[src/rtl/randomizer_pkg.sv]
// Shared constants and the single-bit Fibonacci LFSR step for the parallel randomizer.
package randomizer_pkg;

  localparam int unsigned LFSR_W       = 15;
  localparam int unsigned DATA_W       = 8;
  localparam logic [LFSR_W-1:0] TAP_MASK     = 15'h0003;
  localparam logic [LFSR_W-1:0] DEFAULT_SEED = 15'h4A80;

  // Step vectors are carried at a fixed maximum width so one function serves any LFSR_W.
  localparam int unsigned LFSR_MAX_W = 32;

  typedef logic [LFSR_MAX_W-1:0] lfsr_vec_t;

  typedef struct packed {
    lfsr_vec_t state;
    logic      fb;
  } lfsr_step_t;

  function automatic lfsr_step_t lfsr_step(input lfsr_vec_t   state,
                                           input lfsr_vec_t   mask,
                                           input int unsigned width);
    lfsr_step_t r;
    r.fb    = ^(state & mask);
    r.state = (state >> 1) | (lfsr_vec_t'(r.fb) << (width - 1));
    return r;
  endfunction

endpackage

[src/rtl/randomizer_if.sv]
// Streaming handshake bundle: input beat channel and output beat channel.
interface randomizer_if #(
  parameter int unsigned DATA_W = randomizer_pkg::DATA_W
);

  logic              in_valid;
  logic              in_ready;
  logic [DATA_W-1:0] in_data;
  logic              in_last;
  logic              out_valid;
  logic              out_ready;
  logic [DATA_W-1:0] out_data;
  logic              out_last;

  modport master (
    output in_valid, in_data, in_last, out_ready,
    input  in_ready, out_valid, out_data, out_last
  );

  modport slave (
    input  in_valid, in_data, in_last, out_ready,
    output in_ready, out_valid, out_data, out_last
  );

endinterface

[src/rtl/randomizer_lfsr_core.sv]
// Combinational DATA_W-step LFSR unroll; bit 0 of the data is scrambled first.
module randomizer_lfsr_core #(
  parameter int unsigned       LFSR_W   = randomizer_pkg::LFSR_W,
  parameter int unsigned       DATA_W   = randomizer_pkg::DATA_W,
  parameter logic [LFSR_W-1:0] TAP_MASK = randomizer_pkg::TAP_MASK
) (
  input  logic [LFSR_W-1:0] i_state,
  input  logic [DATA_W-1:0] i_data,
  output logic [LFSR_W-1:0] o_state,
  output logic [DATA_W-1:0] o_data
);

  import randomizer_pkg::*;

  lfsr_vec_t  w_state;
  lfsr_step_t w_step;

  always_comb begin
    w_state = lfsr_vec_t'(i_state);
    w_step  = '0;
    o_data  = '0;
    for (int unsigned k = 0; k < DATA_W; k++) begin
      w_step    = lfsr_step(w_state, lfsr_vec_t'(TAP_MASK), LFSR_W);
      o_data[k] = i_data[k] ^ w_step.fb;
      w_state   = w_step.state;
    end
    o_state = w_state[LFSR_W-1:0];
  end

endmodule

[src/rtl/randomizer_par.sv]
// Parallel energy-dispersal randomizer with valid/ready streaming, frame-end reseed and bypass.
// Optional zero-seed guard: RANDOMIZER_ZERO_GUARD_EN.
module randomizer_par #(
  parameter int unsigned       LFSR_W       = randomizer_pkg::LFSR_W,
  parameter int unsigned       DATA_W       = randomizer_pkg::DATA_W,
  parameter logic [LFSR_W-1:0] TAP_MASK     = randomizer_pkg::TAP_MASK,
  parameter logic [LFSR_W-1:0] DEFAULT_SEED = randomizer_pkg::DEFAULT_SEED
) (
  input  logic              clock,
  input  logic              reset_n,
  input  logic              load,
  input  logic [LFSR_W-1:0] seed,
  input  logic              enable,
  randomizer_if.slave       bus,
  output logic              seed_err
);

  import randomizer_pkg::*;

  logic [LFSR_W-1:0] r_state;
  logic [LFSR_W-1:0] r_seed;
  logic              r_out_valid;
  logic [DATA_W-1:0] r_out_data;
  logic              r_out_last;

  logic [LFSR_W-1:0] w_core_state;
  logic [DATA_W-1:0] w_core_data;
  logic [LFSR_W-1:0] w_load_val;
  logic              w_in_ready;
  logic              w_accept;

  assign w_in_ready    = !load && (!r_out_valid || bus.out_ready);
  assign w_accept      = bus.in_valid && w_in_ready;

  assign bus.in_ready  = w_in_ready;
  assign bus.out_valid = r_out_valid;
  assign bus.out_data  = r_out_data;
  assign bus.out_last  = r_out_last;

  randomizer_lfsr_core #(
    .LFSR_W   (LFSR_W),
    .DATA_W   (DATA_W),
    .TAP_MASK (TAP_MASK)
  ) u_core (
    .i_state (r_state),
    .i_data  (bus.in_data),
    .o_state (w_core_state),
    .o_data  (w_core_data)
  );

`ifdef RANDOMIZER_ZERO_GUARD_EN
  logic r_seed_err;

  assign w_load_val = (seed == '0) ? DEFAULT_SEED : seed;

  always_ff @(posedge clock or negedge reset_n) begin
    if (!reset_n) begin
      r_seed_err <= 1'b0;
    end else if (load && (seed == '0)) begin
      r_seed_err <= 1'b1;
    end
  end

  assign seed_err = r_seed_err;
`else
  assign w_load_val = seed;
  assign seed_err   = 1'b0;
`endif

  // load wins over frame-end reseed; a last beat reseeds even when bypassed.
  always_ff @(posedge clock or negedge reset_n) begin
    if (!reset_n) begin
      r_state <= DEFAULT_SEED;
      r_seed  <= DEFAULT_SEED;
    end else if (load) begin
      r_state <= w_load_val;
      r_seed  <= w_load_val;
    end else if (w_accept) begin
      if (bus.in_last) begin
        r_state <= r_seed;
      end else if (enable) begin
        r_state <= w_core_state;
      end
    end
  end

  always_ff @(posedge clock or negedge reset_n) begin
    if (!reset_n) begin
      r_out_valid <= 1'b0;
      r_out_data  <= '0;
      r_out_last  <= 1'b0;
    end else if (w_accept) begin
      r_out_valid <= 1'b1;
      r_out_data  <= enable ? w_core_data : bus.in_data;
      r_out_last  <= bus.in_last;
    end else if (bus.out_ready) begin
      r_out_valid <= 1'b0;
    end
  end

  property p_hold_under_backpressure;
    @(posedge clock) disable iff (!reset_n)
      (r_out_valid && !bus.out_ready) |=>
        (r_out_valid && $stable(r_out_data) && $stable(r_out_last));
  endproperty

  a_hold_under_backpressure: assert property (p_hold_under_backpressure);

endmodule

[src/flat_wrapper.sv]
// flat-port wrapper written by rule: the top's interface ports become plain ports
module randomizer_par_flat import randomizer_pkg::*;
#(
  parameter int unsigned       LFSR_W       = randomizer_pkg::LFSR_W,
  parameter int unsigned       DATA_W       = randomizer_pkg::DATA_W,
  parameter logic [LFSR_W-1:0] TAP_MASK     = randomizer_pkg::TAP_MASK,
  parameter logic [LFSR_W-1:0] DEFAULT_SEED = randomizer_pkg::DEFAULT_SEED
)
  (clock, reset_n, load, seed, enable, seed_err, bus_in_valid, bus_in_data, bus_in_last, bus_out_ready, bus_in_ready, bus_out_valid, bus_out_data, bus_out_last);
  randomizer_if #(.DATA_W(DATA_W)) bus_i ();
  input  logic clock;
  input  logic reset_n;
  input  logic load;
  input  logic [LFSR_W-1:0] seed;
  input  logic enable;
  output logic seed_err;
  input wire logic [$bits(bus_i.in_valid)-1:0] bus_in_valid;
  input wire logic [$bits(bus_i.in_data)-1:0] bus_in_data;
  input wire logic [$bits(bus_i.in_last)-1:0] bus_in_last;
  input wire logic [$bits(bus_i.out_ready)-1:0] bus_out_ready;
  output wire logic [$bits(bus_i.in_ready)-1:0] bus_in_ready;
  output wire logic [$bits(bus_i.out_valid)-1:0] bus_out_valid;
  output wire logic [$bits(bus_i.out_data)-1:0] bus_out_data;
  output wire logic [$bits(bus_i.out_last)-1:0] bus_out_last;
  assign bus_i.in_valid = bus_in_valid;
  assign bus_i.in_data = bus_in_data;
  assign bus_i.in_last = bus_in_last;
  assign bus_i.out_ready = bus_out_ready;
  assign bus_in_ready = bus_i.in_ready;
  assign bus_out_valid = bus_i.out_valid;
  assign bus_out_data = bus_i.out_data;
  assign bus_out_last = bus_i.out_last;
  randomizer_par #(.LFSR_W(LFSR_W), .DATA_W(DATA_W), .TAP_MASK(TAP_MASK), .DEFAULT_SEED(DEFAULT_SEED)) u_core (.clock(clock), .reset_n(reset_n), .load(load), .seed(seed), .enable(enable), .bus(bus_i), .seed_err(seed_err));
endmodule
[config.mk]
export PLATFORM = sky130hd
export DESIGN_NAME = randomizer_par_flat
export DESIGN_NICKNAME = d
export VERILOG_FILES = /design/src/rtl/randomizer_pkg.sv /design/src/rtl/randomizer_if.sv /design/src/rtl/randomizer_lfsr_core.sv /design/src/rtl/randomizer_par.sv /design/src/flat_wrapper.sv
export SDC_FILE = /design/constraint.sdc
export NUM_CORES = 1
export LEC_CHECK = 0
export CAP_MARGIN = 15
export CORE_ASPECT_RATIO = 1.25
export CORE_MARGIN = 5
export CORE_UTILIZATION = 50
export DETAILED_ROUTE_END_ITERATION = 7
export PLACE_DENSITY = 0.78
export REMOVE_ABC_BUFFERS = 1
export SLEW_MARGIN = 20
export SYNTH_ARGS = -nofsm -noshare
export SYNTH_HDL_FRONTEND = slang
export SYNTH_SLANG_ARGS = --single-unit
[constraint.sdc]
create_clock -name clock -period 3.8 [get_ports clock]
set_input_delay 0.57 -clock clock [delete_from_list [all_inputs] [get_ports clock]]
set_output_delay 0.57 -clock clock [all_outputs]
set_load 0.01 [all_outputs]
== Word-level counts from Yosys, hierarchy flattened ==
Index checks and enable logic that the tools add are counted.

* Register bits: 40
* Latch bits: 0
* RAM bits: 0
* ROM bits: 0
* Bits of input ports: 30
* Output and inout bits: 12
* Logic and storage cells: 45
* Memories kept: 0

* Add/sub/neg operators: 0
* $mul: 0
* Divide/modulo/power cells: 0
* $lt $le $gt $ge: 0
* Equal/unequal tests: 0
* Shift operators: 0
* Mux-type cells: 7
* Bitwise operators: 16
* Reductions and logical operators: 17

{| class="wikitable"
|+ Operators with widths
! operator !! count
|-
| 32-bit XOR reduction || 8
|-
| 14-bit by 15-bit OR with 15-bit output || 5
|-
| 15-bit two-way mux || 4
|-
| 17-bit by 15-bit OR with 17-bit output || 1
|-
| 16-bit by 15-bit OR with 16-bit output || 1
|-
| 15-bit OR || 1
|-
| 8-bit two-way mux || 1
|-
| 1-bit bitwise XOR || 8
|-
| 2-bit nonzero test || 2
|-
| 3-bit nonzero test || 1
|-
| 1-bit logical AND || 2
|-
| 1-bit zero test || 2
|-
| 1-bit two-way mux || 2
|-
| 2-bit AND reduction || 1
|-
| 1-bit logical OR || 1
|}

== Logic depth before layout (Yosys ltp) ==
Gate-level depths: netlist (run 1).

* Depth after elaboration: 20
* Mapped depth: 6
* Mapped depth without buffers: 3

== Hierarchy ==
Synthesis (run 1) repeated with hierarchy kept, for this count alone.

* Cells, all modules: 211
* Area total of the unflattened synthesis: 2571.2 sq um

{| class="wikitable"
|+ By module, submodules not included
! module !! times used !! cells each !! area an instance (sq um) !! seq. area each (sq um)
|-
| randomizer_par || 1 || 186 || 2248.4 || 1011.0
|-
| randomizer_lfsr_core || 1 || 25 || 322.8 || 0.0
|}

== Worst setup path before layout (run 1) ==
Ideal clock, no wire load.

* Kind: in2out
* Start: in bus_out_ready
* End: out bus_in_ready
* Data arrival time: 1.267 ns
* Data required time: 3.230 ns
* Setup slack: 1.963 ns
* Cell stages on the path: 3
* Buffers on the path: 1
* Cell sequence: nand2b_1 -> clkbuf_1 -> nor2b_1

* Cells in the longest elaborated chain, start to end: 2

{| class="wikitable"
|+ RTL lines
! item !! line !! source
|-
| from (decl) || flat_wrapper.sv:20 || <nowiki>input wire logic [$bits(bus_i.out_ready)-1:0] bus_out_ready;</nowiki>
|-
| 1-bit logical OR || randomizer_par.sv:32 || <nowiki>assign w_in_ready = !load && (!r_out_valid || bus.out_ready);</nowiki>
|-
| 1-bit logical AND || randomizer_par.sv:32 ||
|-
| to (decl) || flat_wrapper.sv:21 || <nowiki>output wire logic [$bits(bus_i.in_ready)-1:0] bus_in_ready;</nowiki>
|}

No other way between the ends.

== Final worst setup path (run 1) ==
* Start: in load
* End: out bus_in_ready

* Cells in the longest elaborated chain, start to end: 2

{| class="wikitable"
|+ RTL lines
! item !! line !! source
|-
| from (decl) || flat_wrapper.sv:13 || <nowiki>input logic load;</nowiki>
|-
| 1-bit zero test || randomizer_par.sv:32 ||
|-
| 1-bit logical AND || randomizer_par.sv:32 ||
|}

No other way between the ends.

==> results of run 1 <==
layout make-up:
| class | count | area (µm²) | area share, % |
|---|---|---|---|
| clock buffers | 8 | 90.1 | 3.60 |
| inverters | 16 | 60.1 | 2.40 |
| flip-flops and latches | 40 | 1010 | 40.4 |
| well taps | 54 | 67.6 | 2.70 |
| repair buffers | 43 | 418 | 16.7 |
| multi-input cells | 120 | 853 | 34.1 |
sequential cells by signal (all words and copies together), names as in the netlist:
signal                cells
u_core.bus.out_data       8
u_core.bus.out_last       1
u_core.bus.out_valid      1
u_core.r_seed            15
u_core.r_state           15
logic make-up (layout without fill, tap and decap cells):
kind of cell / after synthesis / after routing
AO/OA/AOI/OAI: 56 / 56
XOR/XNOR: 8 / 8
buffers and inverters: 29 / 67
flip-flops: 40 / 40
multiplexers: 23 / 23
other: 1 / 1
AND/OR/NAND/NOR: 32 / 32
cell usage in the layout, fill, tap and decap left out:
master,count
a21oi_1,8
a21oi_4,1
a31oi_1,8
and2_1,1
buf_2,1
buf_4,3
clkbuf_1,2
clkbuf_8,6
clkdlybuf4s50_1,39
conb_1,1
dfrtp_1,32
dfstp_2,8
inv_1,15
inv_2,1
mux2_1,1
mux2_2,5
mux2_4,10
mux2i_1,7
nand2_1,17
nand2b_1,2
nand3b_1,1
nor2b_1,2
o211ai_1,1
o21a_1,1
o21ai_0,29
o21ai_1,1
o221ai_1,7
or2_1,1
or3_1,8
xnor2_1,8
critical path: cells and delay by family:
family / cells / cell delay, ps
AND/OR/NAND/NOR: 1 / 220
buffers and inverters: 2 / 1280
through the flow:
step	setup WS, ps	power, mW	util (%)	cell area [µm²]
2_1_floorplan	1930	0.708	-	1920
3_3_place_gp	1150	0.832	62.6	2410
3_5_place_dp	1130	0.843	62.6	2410
4_1_cts	1140	1.13	65.0	2500
5_1_grt	1080	1.20	65.0	2500
6_report	1160	1.12	65.0	2500
layer usage:
| layer | vias up | routed length (µm) | GRT usage [%] |
|---|---|---|---|
| met5 | - | 0 | 0 |
| met3 | 6 | 215 | 5.12 |
| met1 | 685 | 1810 | 20.9 |
| met2 | 31 | 1980 | 28.9 |
| li1 | 730 | - | - |
| met4 | 0 | 69 | 7.93 |
power by group through the flow:
stage	registers (mW)	logic, mW	clock network [mW]
after floorplan	0.554	0.154	0
after global placement	0.549	0.283	0
after detailed placement	0.552	0.291	0
after CTS	0.545	0.292	0.298
after global routing	0.553	0.321	0.322
final	0.544	0.287	0.289
how the worst max path moves through the flow:
stage	from	endpoint	slack, ps	cells past startpoint
detailed placement	load	bus_in_ready	1130	3
CTS	load	bus_in_ready	1140	3
global route	load	bus_in_ready	1080	3
global placement	load	bus_in_ready	1150	3
floorplan	bus_out_ready	u_core.r_state[1]	1930	3
finish	load	bus_in_ready	1160	3
==> results.cfg, run 1 <==
[cells_and_area]
drive_gt1_share_pct = 15.4
fin_cells = 281
antenna_cells = 0
final_nets = 256
syn_to_final_growth_pct = 24.5
fill_cells = 314

[clock_network]
postCtsSetupBuffers = 0
cts-htree-levels = 2
cts_buffers = 5
cts_resized = 0
holdBufCountCts = 0
clkSlewWorstSetupHoldPaths_ps = 70
clock_sinks = 40
cts-root-buf = clkbuf_8
cts_buffer_depth = 2
cts_tree = yes
clock_latency_ps = 300

[yosys]
netlist_instances = 189
ys_seq_area_share_pct = 50.3
async_flop_share_pct = 100
yosys.cell_types.count = 29
yosysMostFrequentCell = dfrtp_1
synth_area_leaders = dfrtp_1 40%, dfstp_2 10%, mux2_4 7.5%, o21ai_0 7.2%, mux2i_1 3.5%
synth-compound-area-share_pct = 16.6
ys_top_cells_by_count = 32 x dfrtp_1, 29 x o21ai_0, 17 x nand2_1, 15 x inv_1, 10 x mux2_4
synthXorXnorAreaFrac_pct = 3.49
syn_avg_cell_area_um2 = 10.6
synth_area_um2 = 2010
synth_top_family_by_area = compound AO/OA/AOI/OAI gates
yosys_warnings = 0
synth_mux_area_share_pct = 14.3
ys_seq_elements = 40
netlist.top_cell.by_area = dfrtp_1
synth_top_area_share_pct = 39.9
synth_edf_count = 0
synthSimpleGateAreaFrac_pct = 7.91
synth_fa_ha_area_share_pct = 0
ys.flop_type = dfrtp_1

[global_routing]
grt_pass1_wl_um = 6970
grt_overflow_total = 0
grt_max_degree = 41
grt_pass1_vias = 1485
antenna_found_initial = 0
grtUsageTotal_pct = 17.5

[floorplanning]
die_y_um = 80.9
core_area_um2 = 3850
rows = 25
initial_core_util_pct = 52.2
io_pins = 42
die_area_um2 = 5390
dieWidth_um = 66.7

[route]
drt_iter0_markers = 60
antenna_left = 0
via_per_inst = 5.17
wl_per_cell_um = 14.5
firstDrtPassIters = 4
wirelength_um = 4070
drc_errors = 0
num_vias = 1452

[timing]
hold_ws_ps = 389
max_freq_ghz = 0.379
drv_slew = 0
setup_viol = 0
fin_skew_ps = 9.17
max_slew_margin_pct = 41.4
tightest_slew_ps = 878
period_share_pct = 69.4
finalSetupTns_ps = 0
grt_setup_unrepaired = false
period_needed_ps = 2640
finalHoldViolCount = 0

[power_and_ir_drop]
p_leak_nw = 1.06
switching_power_mw = 0.309
combinationalPowerShare_pct = 25.6
pwr-share-seq_pct = 48.6
p_int_mw = 0.812
p_clk_share_pct = 25.8
switching_share_pct = 27.5
pwr_density_cell_nw_per_um2 = 448
vdd_drop_max_mv = 0.245

[flow_run]
maxCapViolCount = 0

[critical_path]
cp_max_fo = 19
critPathSlowestCell = clkdlybuf4s50_1
crit_chain = clkdlybuf4s50_1 -> nor2b_1 -> clkdlybuf4s50_1
cp.required_ps = 3230
start_kind = input port
path_class = input port to primary output
reg2reg_to = u_core.r_state[4]
regToRegSetupSlack_ps = 2160
rr_startpoint = u_core.bus.out_valid
critPathMaxStageDelay_ps = 720
critPathCaptureType = primary output
crit_path_frequent_cell = clkdlybuf4s50_1
critPathArrivalTime_ps = 2070
rr_worst_depth = 4

[placed_design]
dpl.hpwl_um = 2990
post-place-cells = 273
gp_congestion = 0.741
portBuffers = 40

[min_path]
hp-class = input port to async pin

[run_status]
status = completed
Note: power is estimated with default switching activity, not from simulation.
==> run 2: changes to the inputs <==
- clock period: 3.8 -> 2.7 ns (I/O delays scaled with it)
==> results.cfg, run 2 (synthesized netlist as in run 1, its figures left out) <==
[run_status]
status = completed

[critical_path]
cp_max_fo = 15
reg2reg_to = u_core.r_state[3]
critPathArrivalTime_ps = 1820
start_kind = input port
regToRegSetupSlack_ps = 1210
critPathCaptureType = primary output
rr_worst_depth = 5
cp.required_ps = 2300
path_class = input port to primary output
rr_startpoint = u_core.bus.out_valid

[global_routing]
grt_max_degree = 41
antenna_found_initial = 0
grt_overflow_total = 0
grt_pass1_wl_um = 6820
grtUsageTotal_pct = 16.7
grt_pass1_vias = 1497

[timing]
drv_slew = 0
period_needed_ps = 2220
period_share_pct = 82.3
setup_viol = 0
fin_skew_ps = 10.4
tightest_slew_ps = 844
fin_ws_ps = 479
max_freq_ghz = 0.450
finalHoldViolCount = 0
grt_setup_unrepaired = false
finalSetupTns_ps = 0
max_slew_margin_pct = 43.7
hold_ws_ps = 223

[cells_and_area]
final_common_cell = clkdlybuf4s50_1
fin_util_pct = 66.0
drive_gt1_share_pct = 17.0
final_cell_mix = 39 x clkdlybuf4s50_1, 32 x dfrtp_1, 29 x o21ai_0
final_nets = 259
design_area_um2 = 2540
antenna_cells = 0
syn_to_final_growth_pct = 26.5
fin_cells = 284
fill_cells = 331

[placed_design]
post-place-cells = 276
dpl.hpwl_um = 3010
portBuffers = 40
gp_congestion = 0.791
placed_cell_area_um2 = 2430
place_ws_ps = 437

[clock_network]
cts_resized = 0
cts_buffers = 5
clock_latency_ps = 290
cts-htree-levels = 2
cts_buffer_depth = 2
postCtsSetupBuffers = 0
holdBufCountCts = 0
cts-root-buf = clkbuf_8
cts_tree = yes
clkSlewWorstSetupHoldPaths_ps = 80
clock_sinks = 40

[route]
via_per_inst = 5.07
drt_iter0_markers = 60
antenna_left = 0
firstDrtPassIters = 4
wirelength_um = 4040
drc_errors = 0
wl_per_cell_um = 14.2
num_vias = 1441

[power_and_ir_drop]
vdd_drop_max_mv = 0.356
pwr_density_cell_nw_per_um2 = 647
fin_total_pwr_mw = 1.64
p_leak_nw = 1.08

[floorplanning]
rows = 25
die_area_um2 = 5390
die_y_um = 80.9
core_area_um2 = 3850
dieWidth_um = 66.7
initial_core_util_pct = 52.2
io_pins = 42

[min_path]
hp-class = input port to async pin

[flow_run]
maxCapViolCount = 0
[run 2: worst max path at each step]
stage                        startpoint                      to  depth (start not counted)
after detailed placement           load  u_core.bus.out_data[3]                          6
after floorplan           bus_out_ready       u_core.r_state[1]                          3
after CTS                          load            bus_in_ready                          3
after global placement             load            bus_in_ready                          3
final                              load            bus_in_ready                          3
after global routing               load            bus_in_ready                          3
[run 2: worst max-delay path: stages]
cell and delay [ps]:
clkdlybuf4s50_1 660, nor2b_1 200, clkdlybuf4s50_1 550
[run 2: cell type report]
type	instances	area, µm²	share of cell area [%]
multi-input combinational	120	853	33.6
sequential	40	1010	39.8
clock buffer	6	72.6	2.86
tap	54	67.6	2.66
timing repair buffer	46	440	17.3
clock inverter	2	35.0	1.38
inverter	16	60.1	2.36
[run 2: layer usage]
| layer | routed length (µm) | vias up | track usage [%] |
|---|---|---|---|
| li1 | - | 735 | - |
| met1 | 1680 | 668 | 19.9 |
| met2 | 2080 | 33 | 28.8 |
| met3 | 241 | 5 | 4.70 |
| met4 | 48 | 0 | 5.49 |
| met5 | 0 | - | 0 |
[run 2: report_power, final]
part           total [mW]  leakage [nW]  switching, mW  internal, mW
clock network       0.466        0.0552          0.192         0.274
registers           0.765         0.464         0.0607         0.705
logic               0.412         0.564          0.179         0.233
